File: src/rtl/bcd_pkg.sv
`default_nettype none
// ============================================================================
//  Module      : bcd_pkg
//  Description : Shared constants and FSM state encoding for the BCD
//                digit-serial subtractor.
//  Revision    : 1.0 - initial release
// ============================================================================
package bcd_pkg;

    localparam int BCD_DIGIT_W   = 4;
    localparam int BCD_BASE      = 10;
    localparam int BCD_DIGIT_MAX = 9;

    typedef enum logic [1:0] {
        ST_IDLE = 2'd0,
        ST_SUB  = 2'd1,
        ST_NEG  = 2'd2,
        ST_DONE = 2'd3
    } bcd_state_t;

endpackage
`default_nettype wire

File: src/rtl/bcd_digit_sub.sv
`default_nettype none
// ============================================================================
//  Module      : bcd_digit_sub
//  Description : Combinational single-digit BCD subtract: d = a - b - bin.
//  Revision    : 1.0 - initial release
// ============================================================================
module bcd_digit_sub
    import bcd_pkg::*;
(
    input  logic [BCD_DIGIT_W-1:0] a,
    input  logic [BCD_DIGIT_W-1:0] b,
    input  logic                   bin,
    output logic [BCD_DIGIT_W-1:0] d,
    output logic                   bout,
    output logic                   digit_invalid
);

    // One extra bit so the raw difference carries its sign in the MSB
    logic [BCD_DIGIT_W:0] w_t;

    assign w_t  = {1'b0, a} - {1'b0, b} - {{BCD_DIGIT_W{1'b0}}, bin};
    assign bout = w_t[BCD_DIGIT_W];
    assign d    = bout ? (w_t[BCD_DIGIT_W-1:0] + BCD_DIGIT_W'(BCD_BASE))
                       : w_t[BCD_DIGIT_W-1:0];

    assign digit_invalid = (a > BCD_DIGIT_W'(BCD_DIGIT_MAX)) ||
                           (b > BCD_DIGIT_W'(BCD_DIGIT_MAX));

endmodule
`default_nettype wire

File: src/rtl/bcd_serial_subtractor.sv
`default_nettype none
// ============================================================================
//  Module      : bcd_serial_subtractor
//  Description : Digit-serial packed-BCD subtractor, LSD first, one digit per
//                clock under a start/done handshake. Optional sign-magnitude
//                output via macro BCD_SUB_SIGN_MAGNITUDE_EN.
//  Revision    : 1.0 - initial release
// ============================================================================
module bcd_serial_subtractor
    import bcd_pkg::*;
#(
    parameter int DIGITS = 4
) (
    input  logic                  clk,
    input  logic                  rst,
    input  logic                  start,
    input  logic [4*DIGITS-1:0]   minuend,
    input  logic [4*DIGITS-1:0]   subtrahend,
    input  logic                  borrow_in,
    output logic                  busy,
    output logic                  done,
    output logic [4*DIGITS-1:0]   difference,
    output logic                  borrow_out,
    output logic                  invalid
`ifdef BCD_SUB_SIGN_MAGNITUDE_EN
    ,
    output logic                  negative
`endif
);

    localparam int c_w     = BCD_DIGIT_W * DIGITS;
    localparam int c_cnt_w = (DIGITS > 1) ? $clog2(DIGITS) : 1;
    localparam logic [c_cnt_w-1:0] c_last = c_cnt_w'(DIGITS - 1);

    bcd_state_t r_state, w_state_next;

    logic [c_w-1:0]         r_a, r_b, r_acc, r_diff;
    logic [c_cnt_w-1:0]     r_cnt;
    logic                   r_brw, r_inv, r_bout, r_invalid;
    logic [BCD_DIGIT_W-1:0] w_d;
    logic                   w_bout, w_dig_inv, w_last, w_accept, w_inv_f;
    logic [c_w+3:0]         w_cat;
    logic [c_w-1:0]         w_res;

    bcd_digit_sub u_digit (
        .a             (r_a[BCD_DIGIT_W-1:0]),
        .b             (r_b[BCD_DIGIT_W-1:0]),
        .bin           (r_brw),
        .d             (w_d),
        .bout          (w_bout),
        .digit_invalid (w_dig_inv)
    );

    assign busy     = (r_state == ST_SUB) || (r_state == ST_NEG);
    assign done     = (r_state == ST_DONE);
    assign w_accept = start && ((r_state == ST_IDLE) || (r_state == ST_DONE));
    assign w_last   = (r_cnt == c_last);
    assign w_inv_f  = r_inv | w_dig_inv;
    // New digit enters at the top; after DIGITS steps the word is in order
    assign w_cat    = {w_d, r_acc};
    assign w_res    = w_cat[c_w+3:4];

`ifdef BCD_SUB_SIGN_MAGNITUDE_EN
    logic w_go_neg;
    logic r_neg;
    assign w_go_neg = w_bout & ~w_inv_f;
    assign negative = r_neg;
`endif

    always_ff @(posedge clk) begin
        if (rst) r_state <= ST_IDLE;
        else     r_state <= w_state_next;
    end

    always_comb begin
        w_state_next = r_state;
        case (r_state)
            ST_IDLE: if (start) w_state_next = ST_SUB;
`ifdef BCD_SUB_SIGN_MAGNITUDE_EN
            ST_SUB:  if (w_last) w_state_next = w_go_neg ? ST_NEG : ST_DONE;
            ST_NEG:  if (w_last) w_state_next = ST_DONE;
`else
            ST_SUB:  if (w_last) w_state_next = ST_DONE;
`endif
            ST_DONE: w_state_next = start ? ST_SUB : ST_IDLE;
            default: w_state_next = ST_IDLE;
        endcase
    end

    always_ff @(posedge clk) begin
        if (rst) begin
            r_a       <= '0;
            r_b       <= '0;
            r_acc     <= '0;
            r_diff    <= '0;
            r_cnt     <= '0;
            r_brw     <= 1'b0;
            r_inv     <= 1'b0;
            r_bout    <= 1'b0;
            r_invalid <= 1'b0;
`ifdef BCD_SUB_SIGN_MAGNITUDE_EN
            r_neg     <= 1'b0;
`endif
        end else if (w_accept) begin
            r_a   <= minuend;
            r_b   <= subtrahend;
            r_brw <= borrow_in;
            r_cnt <= '0;
            r_inv <= 1'b0;
        end else if (busy) begin
            r_a   <= r_a >> BCD_DIGIT_W;
            r_b   <= r_b >> BCD_DIGIT_W;
            r_brw <= w_bout;
            r_acc <= w_res;
            r_inv <= w_inv_f;
            r_cnt <= w_last ? '0 : r_cnt + c_cnt_w'(1);
            if (w_last) begin
`ifdef BCD_SUB_SIGN_MAGNITUDE_EN
                if (r_state == ST_NEG) begin
                    r_diff    <= w_res;
                    r_bout    <= 1'b1;
                    r_invalid <= 1'b0;
                    r_neg     <= 1'b1;
                end else if (w_go_neg) begin
                    // Second pass: 0 - R gives the magnitude of the result
                    r_a   <= '0;
                    r_b   <= w_res;
                    r_brw <= 1'b0;
                end else begin
                    r_diff    <= w_inv_f ? '0 : w_res;
                    r_bout    <= w_bout & ~w_inv_f;
                    r_invalid <= w_inv_f;
                    r_neg     <= 1'b0;
                end
`else
                r_diff    <= w_inv_f ? '0 : w_res;
                r_bout    <= w_bout & ~w_inv_f;
                r_invalid <= w_inv_f;
`endif
            end
        end
    end

    assign difference = r_diff;
    assign borrow_out = r_bout;
    assign invalid    = r_invalid;

endmodule
`default_nettype wire
File: config.mk
export PLATFORM = sky130hd
export DESIGN_NAME = bcd_serial_subtractor
export DESIGN_NICKNAME = d
export VERILOG_FILES = /design/src/rtl/bcd_pkg.sv /design/src/rtl/bcd_digit_sub.sv /design/src/rtl/bcd_serial_subtractor.sv
export SDC_FILE = /design/constraint.sdc
export NUM_CORES = 1
export LEC_CHECK = 0
export ABC_AREA = 1
export BUFFER_PORTS_ARGS = -buffer_cell sky130_fd_sc_hd__clkbuf_2
export CAP_MARGIN = 20
export CORE_ASPECT_RATIO = 1.25
export CORE_MARGIN = 8
export CORE_UTILIZATION = 50
export DETAILED_ROUTE_END_ITERATION = 6
export PLACE_DENSITY = 0.74
export SYNTH_ARGS = -nofsm -noshare
export SYNTH_HDL_FRONTEND = slang
export SYNTH_SLANG_ARGS = --single-unit
File: constraint.sdc
create_clock -name clk -period 2.1 [get_ports clk]
set_clock_uncertainty 0.2 [all_clocks]
set_input_delay 0 -clock clk [delete_from_list [all_inputs] [get_ports clk]]
set_output_delay 0 -clock clk [all_outputs]
set_load 0.02 [all_outputs]
Yosys cells after proc, flatten, opt, wreduce, memory -nomap -nowiden:

Cells that the tools add are included.

* register bits after elaboration: 72
* bits in latches: 0
* RAM bits: 0
* bits in read-only memories: 0
* input port bits: 36
* output and inout bits: 20
* memories kept: 0

* add/subtract/negate cells: 4
* multipliers: 0
* div/mod/pow operators: 0
* order comparisons: 2
* equal/unequal tests: 6
* shift operators: 0
* multiplexer cells: 13
* bitwise operators: 4
* reduce and logical (&&, ||, !) cells: 10

Operators by type and width (count)
* $mux 16: 5
* $gt 4x4->1 const B: 2
* $eq 2x2->1 const B: 3
* $mux 2: 3
* $pmux 2 s3: 1
* $sub 4x4->5: 1
* $sub 5x1->5: 1
* $add 4x4->4 const B: 1
* $mux 4: 1
* $ne 2x2->1 const B: 2
* $reduce_and 2->1: 2
* $logic_or 1x1->1: 3
* $mux 1: 3
* $reduce_and 3->1: 1
* $add 2x1->2 const B: 1
* $eq 2x1->1 const B: 1
* $logic_not 2->1: 1
* $not 1->1: 2
* $reduce_bool 2->1: 1
* $reduce_or 2->1: 1
* $and 1x1->1: 1
* $logic_and 1x1->1: 1
* $or 1x1->1: 1

Longest topological paths before layout:

Gate-level depths: netlist of run 1.

* depth after elaboration: 5
* depth in mapped cells: 14

Cells and area by module:

Synthesis of run 1 repeated with hierarchy kept, for this count alone.

* cells, all modules: 447
* area total of the unflattened synthesis: 3154.3 µm²

By module, submodules not included
* bcd_serial_subtractor: times used 1, cells each 390, area an instance 2781.4 µm², seq. area each 1361.3 µm²
* bcd_digit_sub: times used 1, cells each 57, area an instance 372.9 µm², seq. area each 0.0 µm²

Worst setup path before layout of run 1:

Ideal clock, no wire load.

* kind: flip-flop to flip-flop
* from: reg r_b[0]
* to: reg r_acc[15]
* arrival time: 1.845 ns
* data required time: 1.791 ns
* slack: -0.054 ns
* cell stages (with the launch flop): 14
* path buffers: 0
* clock period less this slack: 2.154 ns
* cell sequence: dfxtp_1 > inv_1 > fa_1 > fa_1 > inv_1 > nand2_2 > nand2_1 > nand3_1 > nand2_2 > nand3_1 > nand2_1 > nand2_1 > nand2_1 > inv_1

* word-level cells in the longest chain between the ends: 4

Ends and longest elaborated chain
* from (decl): RTL line bcd_serial_subtractor.sv:37 `logic [c_w-1:0] r_a, r_b, r_acc, r_diff;`
* from (signal assigned): RTL line bcd_serial_subtractor.sv:106 `r_b <= subtrahend;`
* from (signal assigned): RTL line bcd_serial_subtractor.sv:112 `r_b <= r_b >> BCD_DIGIT_W;`
* $sub 4x4->5 *: RTL line bcd_digit_sub.sv:21 `assign w_t = {1'b0, a} - {1'b0, b} - {{BCD_DIGIT_W{1'b0}}, bin};`
* $sub 5x1->5 *: RTL line bcd_digit_sub.sv:21
* $add 4x4->4: RTL line bcd_digit_sub.sv:23 `assign d = bout ? (w_t[BCD_DIGIT_W-1:0] + BCD_DIGIT_W'(BCD_BASE))`
* $mux 4 *: RTL line bcd_digit_sub.sv:23
* to (signal assigned): RTL line bcd_serial_subtractor.sv:114 `r_acc <= w_res;`
* to (decl): RTL line bcd_serial_subtractor.sv:37

Mark *: on every way between the ends. The rest lies on a longest branch, timed or not.
A chain may end at the register's enable or synchronous reset.

Worst setup path in the final report of run 1:

* from: reg r_a[0]
* to: reg r_acc[13]

* word-level cells in the longest chain between the ends: 4

Ends and longest elaborated chain
* from (decl): RTL line bcd_serial_subtractor.sv:37
* from (signal assigned): RTL line bcd_serial_subtractor.sv:105 `r_a <= minuend;`
* from (signal assigned): RTL line bcd_serial_subtractor.sv:111 `r_a <= r_a >> BCD_DIGIT_W;`
* $sub 4x4->5 *: RTL line bcd_digit_sub.sv:21
* $sub 5x1->5 *: RTL line bcd_digit_sub.sv:21
* $add 4x4->4: RTL line bcd_digit_sub.sv:23
* $mux 4 *: RTL line bcd_digit_sub.sv:23

Marked as above.

==> results of run 1 <==
-- state kept, by name, indices dropped and copies added (netlist names) --
signal and flops:
borrow_out 1, difference 16, invalid 1, r_a 16
r_acc 12, r_b 16, r_brw 1, r_cnt 2
r_inv 1, r_state 2
-- routing by layer --
| metal | part of all wire (%) | track usage, % | wire, um |
|---|---|---|---|
| met2 | 49 | 28.4 | 3870 |
| met5 | 0 | 0 | 0 |
| met4 | 2.1 | 8.00 | 168 |
| met1 | 43 | 20.3 | 3420 |
| met3 | 5.9 | 4.78 | 468 |
-- stage by stage --
stage	cells	hold WS, ns
floorplan	427	-0.0589
global placement	562	0.0342
detailed placement	562	0.0410
CTS	617	0.211
global route	620	0.245
finish	620	0.226
-- cell families after synthesis --
logic type	Yosys count	synth area share (%)
xor gates and xnor gates	1	0.270
AOI/OAI and AO/OA	73	15.3
buffers and inverters	91	13.1
adders and majority gates	13	5.48
DFF	68	42.0
and+or+nand+nor	181	23.9
-- power by group --
part | leakage (nW) | total, W | switching (W) | internal (W)
Combinational | 1.37 | 0.00300 | 0.00180 | 0.00120
Clock | 0.0973 | 0.00112 | 0.000558 | 0.000564
Sequential | 0.557 | 0.00176 | 0.000174 | 0.00159
Total | 2.03 | 0.00589 | 0.00254 | 0.00336
-- worst max-delay path, cell delays in order (launching register included) --
cell,delay (ns)
dfxtp_2,0.34
fa_2,0.41
fa_2,0.37
inv_2,0.08
nand2_4,0.06
nand2_4,0.09
nand2_4,0.06
nand2_4,0.08
nand2_4,0.07
nand2_2,0.07
nand2_2,0.05
o21ai_1,0.13
inv_1,0.05
-- final timing paths --
kind             startpoint            end  slack, ns  cells past startpoint
max reg2reg          r_a[0]      r_acc[13]      -0.08                     12
max                  r_a[0]      r_acc[13]      -0.08                     12
min reg2reg        r_acc[4]  difference[0]       0.26                      2
min          subtrahend[15]        r_b[15]       0.23                      4
-- final cells by class --
cell class / count / area share, %
Timing Repair inverter: 1 / 0.175
Clock buffer: 9 / 2.88
Multi-Input combinational cell: 268 / 36.2
Clock inverter: 7 / 1.86
Timing Repair Buffer: 110 / 18.3
Inverter: 70 / 6.20
Sequential cell: 68 / 31.8
Tap cell: 87 / 2.53
-- cell usage in the layout, fill, tap and decap left out, drive strengths merged --
master	n
nand4	1
nand3	10
dlygate4sd3	35
fa	2
ha	11
nor2	27
clkinvlp	4
nand2	141
a21oi	33
bufinv	1
o211ai	12
o21ai	13
clkbuf	64
a211oi	1
buf	20
o221ai	13
inv	73
nor3	2
xor2	1
dfxtp	68
a31oi	1
-- repair_timing --
| item | 4_1_cts | 5_1_grt |
|---|---|---|
| endpoints found under the hold margin | 58 | 0 |
| gates cloned | 0 | 1 |
| gates resized for setup | 23 | 9 |
| buffers inserted | 4 | 2 |
| hold buffers | 35 | 0 |
| pin swaps | 5 | 3 |
| endpoints found under the setup margin | 8 | 23 |
==> reports/metrics.csv, run 1 <==
stage,metric,value,unit
routing,vias,2965,
sta,rsz0062_at_grt,true,
final_layout,stdcell_area,0.00430,mm2
sta,setup_viol,7,
sta,hold_violations,0,
sta,final_max_slew_viol_count,0,
cts,htree_levels,3,
final_layout,nNetsFinal,577,
outcome,status,"finished, violations left",
logic_synthesis,ys_seq_elements,68,
die,die_area,0.00934,mm2
global_routing,grt_max_degree,35,
logic_synthesis,netlist_instances,427,
final_layout,area_delta_synth_final,32.4,%
final_layout,seq_area,0.00137,mm2
die,ioPinCount,56,
routing,drtAntennaViolNets,0,
final_layout,n_antenna_cell,0,
logic_synthesis,synth-edff-count,0,
placed_design,dpl.hpwl,5260,um
sta,timing.slew.headroom,71.2,%
die,coreArea,0.00644,mm2
logic_synthesis,ys_types,32,
setup_path,worstSetupStartpointType,register,
cts,tritoncts,yes,
sta,layout_setup_ws,-0.0764,ns
logic_synthesis,synth-warning-count,0,
global_routing,grt_pass1_vias,2901,
placed_design,gp_congestion,0.823,
die,dieWidth,88.1,um
routing,drt-wirelength-per-cell,12.8,um
cts,cts.reportedPaths.clkPinSlew,0.08,ns
global_routing,track_usage,17.3,%
sta,tightest_slew,0.432,ns
power_and_ir_drop,power_leakage,2.03,nW
job,cap_violations,0,
placed_design,place_ws,-0.139,ns
cts,cts.sinks,68,
global_routing,grt-ovfl-total,0,
global_routing,antenna_found_initial,0,
setup_path,worst-setup-path-type,reg -> reg,
logic_synthesis,synth_top_area_share,42.0,%
logic_synthesis,synth_area_leader_cell,dfxtp_1,
logic_synthesis,syn_area,0.00324,mm2
cts,clk_path_buf_depth,2,
routing,first_pass_iters,4,
logic_synthesis,avgSynthCellArea,7.60,um2
logic_synthesis,synthFlopType,dfxtp_1,
final_layout,post_route_cells_drive_above_1_share,27.8,%
placed_design,port_buffers,55,
cts,numCtsBuffers,9,
routing,wl,7930,um
logic_synthesis,yosys.cell_count.top_type,nand2_1,
setup_path,end_kind,register,
outcome,violations,setup timing,
sta,finalCriticalPeriod,2.18,ns
die,die_y,106,um
logic_synthesis,yosys-top-cells-count,"nand2_1, dfxtp_1, inv_1",
setup_path,arrival,2.22,ns
sta,finalSetupTns,-0.265,ns
placed_design,placed_area,0.00359,mm2
setup_path,required,2.14,ns
final_layout,multi_input_area,0.00156,mm2
sta,fin_crit_sh,104,%
logic_synthesis,netlist_top_cells_area,"dfxtp_1, nand2_1, inv_1, ha_1, a21oi_1",
cts,clkLatencyLatePin,0.35,ns
logic_synthesis,syn_nets,476,
final_layout,final_core_util,66.7,%
power_and_ir_drop,p_total,0.00589,W
logic_synthesis,ys_async_sr_fraction,0,%
cts,cts_root_buf,clkbuf_8,
routing,drcViolationCount,0,
power_and_ir_drop,ir_worst_vdd,0.819,mV
routing,viasPerCell,4.78,
final_layout,filler_cell_count,560,
setup_path,crit_path_max_fanout,5,
die,start_util,50.4,%
power_and_ir_drop,cellPowerDensity,1370,mW/mm2
routing,drtIter0Drc,109,
sta,fmax,459,MHz
die,rows,33,
logic_synthesis,synth_seq_area_share,42.0,%
min_path,worstHoldPathType,in -> reg,
global_routing,grt_pass1_wl,12900,um
No activity file was read; power rests on OpenSTA's default activity.
==> run 2: changes to the inputs <==
--- a/config.mk
+++ b/config.mk
@@ -13,6 +13,7 @@
 export CORE_UTILIZATION = 50
 export DETAILED_ROUTE_END_ITERATION = 6
 export PLACE_DENSITY = 0.74
+export REMOVE_ABC_BUFFERS = 1
 export SYNTH_ARGS = -nofsm -noshare
 export SYNTH_HDL_FRONTEND = slang
 export SYNTH_SLANG_ARGS = --single-unit
==> run 2 against run 1 <==
Compared with the run above:
- the run still ends with setup timing left
- clock-buffer cell count rose by 1
- non-clock buffer count decreased by 3
- wire length decreased by 7.1%
- final area shrank 1.3%
- register-to-register slack got worse by 0.02 ns
- critical path depth up 1
==> reports/metrics.csv, run 2 (same netlist as run 1, synthesis figures left out) <==
stage,metric,value,unit,change
routing,drtIter0Drc,118,,+8.3%
setup_path,worstSetupStartpointType,register,,
setup_path,required,2.14,ns,about the same
final_layout,final_core_util,65.8,%,-0.87 points
sta,hold_violations,0,,unchanged
final_layout,post_route_cells_drive_above_1_share,25.7,%,-2.1 points
setup_path,crit_family,adder cells,,
outcome,status,"finished, violations left",,
setup_path,crit_chain,inv_2 -> fa_2 -> fa_2 -> inv_2 -> nand2_4 -> nand2_4 -> nand2_2 -> nand2_4 -> nand2_4 -> nand2_1 -> nand2_1 -> o21ai_1 -> inv_1,,
final_layout,stdcell_area,0.00424,mm2,-1.3%
global_routing,antenna_found_initial,0,,unchanged
sta,final_max_slew_viol_count,0,,unchanged
routing,vias,2954,,-0.37%
cts,cts.sinks,68,,unchanged
sta,fmax,455,MHz,-0.88%
outcome,violations,setup timing,,
global_routing,grt_pass1_vias,2913,,+0.41%
power_and_ir_drop,power_leakage,2.02,nW,-0.48%
setup_path,worst-setup-path-type,reg -> reg,,
setup_path,critPathBufInv,3,,+1
routing,wl,7360,um,-7.1%
die,die_y,106,um,unchanged
routing,drtAntennaViolNets,0,,unchanged
die,die_area,0.00934,mm2,unchanged
sta,setup_viol,7,,unchanged
placed_design,dp.cells,563,,+0.18%
global_routing,grt_max_degree,35,,unchanged
sta,rsz0062_at_grt,true,,
routing,first_pass_iters,5,,+1
final_layout,final_common_cell,nand2_1,,
final_layout,instances_no_fill,616,,-0.65%
final_layout,area_delta_synth_final,30.7,%,
job,cap_violations,0,,unchanged
routing,viasPerCell,4.80,,+0.28%
global_routing,grt_pass1_wl,12400,um,-4.1%
final_layout,final_cell_mix,"nand2_1, inv_1, dfxtp_1, clkbuf_2, dlygate4sd3_1",,
placed_design,placed_area,0.00359,mm2,unchanged
cts,cts_root_buf,clkbuf_8,,
die,ioPinCount,56,,unchanged
die,rows,33,,unchanged
sta,layout_setup_ws,-0.0956,ns,-0.0192 ns
power_and_ir_drop,ir_worst_vdd,0.725,mV,-12%
die,dieWidth,88.1,um,unchanged
setup_path,end_kind,register,,
final_layout,seq_area,0.00137,mm2,+0.18%
final_layout,filler_cell_count,571,,+2.0%
routing,drcViolationCount,0,,unchanged
sta,tightest_slew,0.946,ns,+0.514 ns
die,start_util,50.4,%,unchanged
sta,finalCriticalPeriod,2.20,ns,+0.0192 ns
cts,clkLatencyLatePin,0.34,ns,about the same
setup_path,crit_path_max_fanout,5,,unchanged
final_layout,nNetsFinal,573,,-0.69%
routing,drt-wirelength-per-cell,11.9,um,-6.5%
power_and_ir_drop,p_total,0.00568,W,-3.6%
placed_design,port_buffers,55,,unchanged
cts,tritoncts,yes,,
placed_design,dpl.hpwl,4780,um,-9.2%
placed_design,gp_congestion,0.840,,+2.1%
sta,fin_crit_sh,105,%,+0.92 points
global_routing,track_usage,16.6,%,-0.74 points
sta,timing.slew.headroom,36.8,%,-34 points
setup_path,arrival,2.24,ns,+0.02 ns
global_routing,grt-ovfl-total,0,,unchanged
final_layout,multi_input_area,0.00153,mm2,-1.6%
die,coreArea,0.00644,mm2,unchanged
cts,numCtsBuffers,9,,unchanged
setup_path,cp_common_cell,nand2_4,,
power_and_ir_drop,cellPowerDensity,1340,mW/mm2,-2.3%
cts,cts.reportedPaths.clkPinSlew,0.08,ns,about the same
final_layout,n_antenna_cell,0,,unchanged
min_path,worstHoldPathType,in -> reg,,
setup_path,max_stage_delay,0.39,ns,-0.02 ns
cts,clk_path_buf_depth,2,,unchanged
setup_path,slowest_stage,fa_2,,
cts,htree_levels,3,,unchanged
[run 2: cell count changes in the layout (fill, tap and decap cells not counted), moves of 3 or more]
cell and change:
buf_4 -4, inv_6 -4, nand2_1 +3, nand2_2 -3
[run 2: stage by stage]
step | hold slack (ns) | setup slack [ns] | TNS, ns
after CTS | 0.218 | -0.0240 | -0.118
after global placement | 0.0304 | -0.138 | -0.730
after floorplan | -0.138 | -0.437 | -17.29
after global routing | 0.250 | -0.219 | -1.54
after detailed placement | 0.0371 | -0.210 | -1.31
final | 0.237 | -0.0956 | -0.598
[run 2: power breakdown]
group          leakage [nW]  total, W  switching, W  internal (W)
Clock                0.0983   0.00107      0.000496      0.000578
Sequential            0.557   0.00175      0.000158       0.00159
Combinational          1.36   0.00285       0.00174       0.00112
Total                  2.02   0.00568       0.00239       0.00329
[run 2: worst paths after layout]
check | from | end | slack (ns) | depth (start not counted)
hold reg to reg | r_acc[7] | difference[3] | 0.25 | 2
hold / removal | subtrahend[12] | r_b[12] | 0.24 | 4
setup / recovery | r_brw | r_acc[13] | -0.1 | 13
setup reg to reg | r_brw | r_acc[13] | -0.1 | 13
[run 2: area by class of cell]
class | count | area share, %
Tap cell | 87 | 2.57
Clock inverter | 6 | 1.50
Inverter | 70 | 6.20
Timing Repair Buffer | 107 | 18.1
Sequential cell | 68 | 32.3
Clock buffer | 10 | 3.25
Multi-Input combinational cell | 268 | 36.1
[run 2: worst register-to-register path, stage by stage (launching register included)]
cell     delay, ns
dfxtp_2       0.34
inv_2         0.04
fa_2          0.38
fa_2          0.39
inv_2         0.08
nand2_4       0.07
nand2_4       0.09
nand2_2       0.08
nand2_4       0.08
nand2_4       0.07
nand2_1       0.06
nand2_1       0.06
o21ai_1       0.11
inv_1         0.05
[run 2: metal layers]
layer	track usage, %	wire (um)
met5	0	0
met2	30.2	3760
met3	3.70	328
met4	8.73	209
met1	16.9	3060
[run 2: timing repair]
| action | CTS | global route |
|---|---|---|
| endpoints found under the hold margin | 49 | 0 |
| pin swaps | 1 | 7 |
| setup endpoints to repair | 8 | 22 |
| gates resized for setup | 10 | 17 |
| setup buffers | 0 | 1 |
| hold buffers | 36 | 0 |
==> run 3: changes to the inputs <==
--- a/config.mk
+++ b/config.mk
@@ -13,6 +13,7 @@
 export CORE_UTILIZATION = 50
 export DETAILED_ROUTE_END_ITERATION = 6
 export PLACE_DENSITY = 0.74
+export RECOVER_POWER = 100
 export REMOVE_ABC_BUFFERS = 1
 export SYNTH_ARGS = -nofsm -noshare
 export SYNTH_HDL_FRONTEND = slang
==> run 3 against run 2 <==
Compared with the run above:
- critical path type unchanged
- wire length rose by 0.71%
- via count shrank 0.24%
- non-clock buffer count unchanged
- highest routed layer unchanged
- hold slack improved by 0.00082 ns
- the flow still finishes with violations (setup timing)
- first-iteration DRC count down 5.9%
- global-route usage is the same
- setup slack got worse by 0.0071 ns
==> reports/metrics.csv, run 3 (same netlist as run 1, synthesis figures left out) <==
stage,metric,value,unit,change
outcome,status,"finished, violations left",,
outcome,violations,setup timing,,
global_routing,track_usage,16.6,%,unchanged
cts,clk_path_buf_depth,2,,unchanged
cts,clkLatencyLatePin,0.34,ns,about the same
power_and_ir_drop,cellPowerDensity,1350,mW/mm2,+0.46%
setup_path,cp_common_cell,nand2_4,,
power_and_ir_drop,p_total,0.00567,W,-0.20%
sta,fmax,454,MHz,-0.32%
placed_design,dp.cells,563,,unchanged
final_layout,post_route_cells_drive_above_1_share,21.9,%,-3.8 points
die,ioPinCount,56,,unchanged
global_routing,grt_pass1_wl,12400,um,unchanged
die,die_area,0.00934,mm2,unchanged
final_layout,nNetsFinal,573,,unchanged
die,dieWidth,88.1,um,unchanged
routing,drtIter0Drc,111,,-5.9%
placed_design,dpl.hpwl,4780,um,unchanged
sta,tightest_slew,0.940,ns,-0.00600 ns
cts,cts.sinks,68,,unchanged
routing,vias,2947,,-0.24%
power_and_ir_drop,ir_worst_vdd,0.725,mV,about the same
die,die_y,106,um,unchanged
power_and_ir_drop,p_int,0.00328,W,-0.19%
sta,worst_hold_slack,0.238,ns,+0.000818 ns
sta,rsz0062_at_grt,true,,
min_path,worstHoldPathType,in -> reg,,
routing,viasPerCell,4.78,,-0.24%
cts,htree_levels,3,,unchanged
power_and_ir_drop,power.switching,0.00238,W,-0.21%
setup_path,crit_path_max_fanout,5,,unchanged
die,rows,33,,unchanged
cts,tritoncts,yes,,
setup_path,worst-setup-path-type,reg -> reg,,
setup_path,arrival,2.24,ns,about the same
power_and_ir_drop,power_frac_comb,50.1,%,about the same
placed_design,gp_congestion,0.840,,unchanged
routing,drt-wirelength-per-cell,12.0,um,+0.71%
job,cap_violations,0,,unchanged
final_layout,final_common_cell,nand2_1,,
power_and_ir_drop,power.share.sequential,30.9,%,about the same
setup_path,slowest_stage,fa_2,,
power_and_ir_drop,power_leakage,1.95,nW,-3.3%
die,start_util,50.4,%,unchanged
routing,first_pass_iters,5,,unchanged
global_routing,antenna_found_initial,0,,unchanged
routing,drcViolationCount,0,,unchanged
power_and_ir_drop,power.share.clock,18.9,%,about the same
sta,finalCriticalPeriod,2.20,ns,+0.00713 ns
placed_design,port_buffers,55,,unchanged
setup_path,worstSetupStartpointType,register,,
final_layout,instances_no_fill,616,,unchanged
setup_path,crit_family,adder cells,,
setup_path,critPathBufInv,3,,unchanged
sta,layout_setup_ws,-0.103,ns,-0.00713 ns
global_routing,grt-ovfl-total,0,,unchanged
final_layout,n_antenna_cell,0,,unchanged
cts,cts.reportedPaths.clkPinSlew,0.07,ns,about the same
setup_path,crit_chain,inv_2 -> fa_2 -> fa_2 -> inv_2 -> nand2_4 -> nand2_4 -> nand2_2 -> nand2_4 -> nand2_4 -> nand2_1 -> nand2_1 -> o21ai_1 -> inv_1,,
final_layout,final_cell_mix,"nand2_1, inv_1, dfxtp_1, dlygate4sd3_1, clkbuf_2",,
sta,fin_crit_sh,105,%,+0.34 points
sta,hold_violations,0,,unchanged
global_routing,grt_pass1_vias,2913,,unchanged
cts,numCtsBuffers,9,,unchanged
final_layout,filler_cell_count,570,,-0.18%
global_routing,grt_max_degree,35,,unchanged
routing,drtAntennaViolNets,0,,unchanged
placed_design,place_ws,-0.210,ns,unchanged
sta,finalSetupTns,-0.637,ns,-0.0388 ns
routing,wl,7410,um,+0.71%
sta,final_max_slew_viol_count,0,,unchanged
power_and_ir_drop,switching_share,42.1,%,about the same
cts,cts_root_buf,clkbuf_8,,
setup_path,max_stage_delay,0.39,ns,about the same
sta,setup_viol,7,,unchanged
setup_path,required,2.14,ns,about the same
die,coreArea,0.00644,mm2,unchanged
final_layout,area_delta_synth_final,29.8,%,
setup_path,end_kind,register,,
sta,timing.slew.headroom,37.2,%,+0.40 points
==> run 3: cell type report <==
class,count,area (um2),area share [%]
Tap cell,87,109,2.58
Inverter,70,263,6.24
Multi-Input combinational cell,268,1530,36.3
Clock buffer,10,138,3.27
Sequential cell,68,1370,32.5
Clock inverter,6,63.8,1.51
Timing Repair Buffer,107,744,17.7
==> run 3: stage by stage <==
step | utilization [%] | cell area [um2]
after floorplan | - | 3080
after global placement | 55.7 | 3590
after detailed placement | 55.7 | 3590
after CTS | 64.8 | 4170
after global routing | 65.4 | 4210
final | 65.4 | 4210
==> run 3: path summary, 6_finish.rpt <==
check	cells past startpoint	slack (ns)	start	end
setup / recovery	13	-0.10	r_brw	r_acc[13]
hold / removal	4	0.24	subtrahend[12]	r_b[12]
setup reg to reg	13	-0.10	r_brw	r_acc[13]
hold reg to reg	2	0.25	r_acc[7]	difference[3]
==> run 3: metal layers <==
layer	part of all wire (%)	track usage [%]
met1	41	16.9
met2	51	30.2
met3	5.3	3.70
met4	2.4	8.73
met5	0	0
==> run 3: tightest hold or removal path: cells and delay by family <==
family | cells | cell delay (ns)
AO/OA/AOI/OAI | 1 | 0.05
AND/OR/NAND/NOR | 1 | 0.05
buffers and inverters | 2 | 0.63
==> run 3: power by group through the flow <==
stage          Sequential [W]  Clock, W  Combinational, W
6_report              0.00175   0.00107           0.00284
5_1_grt               0.00179   0.00116           0.00320
4_1_cts               0.00175   0.00110           0.00262
3_5_place_dp          0.00177         0           0.00250
3_3_place_gp          0.00176         0           0.00242
2_1_floorplan         0.00175         0           0.00172
==> run 3: what timing repair did <==
item                                    4_1_cts  5_1_grt
endpoints found under the setup margin        8       22
resized for setup                            10       17
hold buffers                                 36        0
pin swaps                                     1        7
buffers inserted                              0        1
endpoints found under the hold margin        49        0
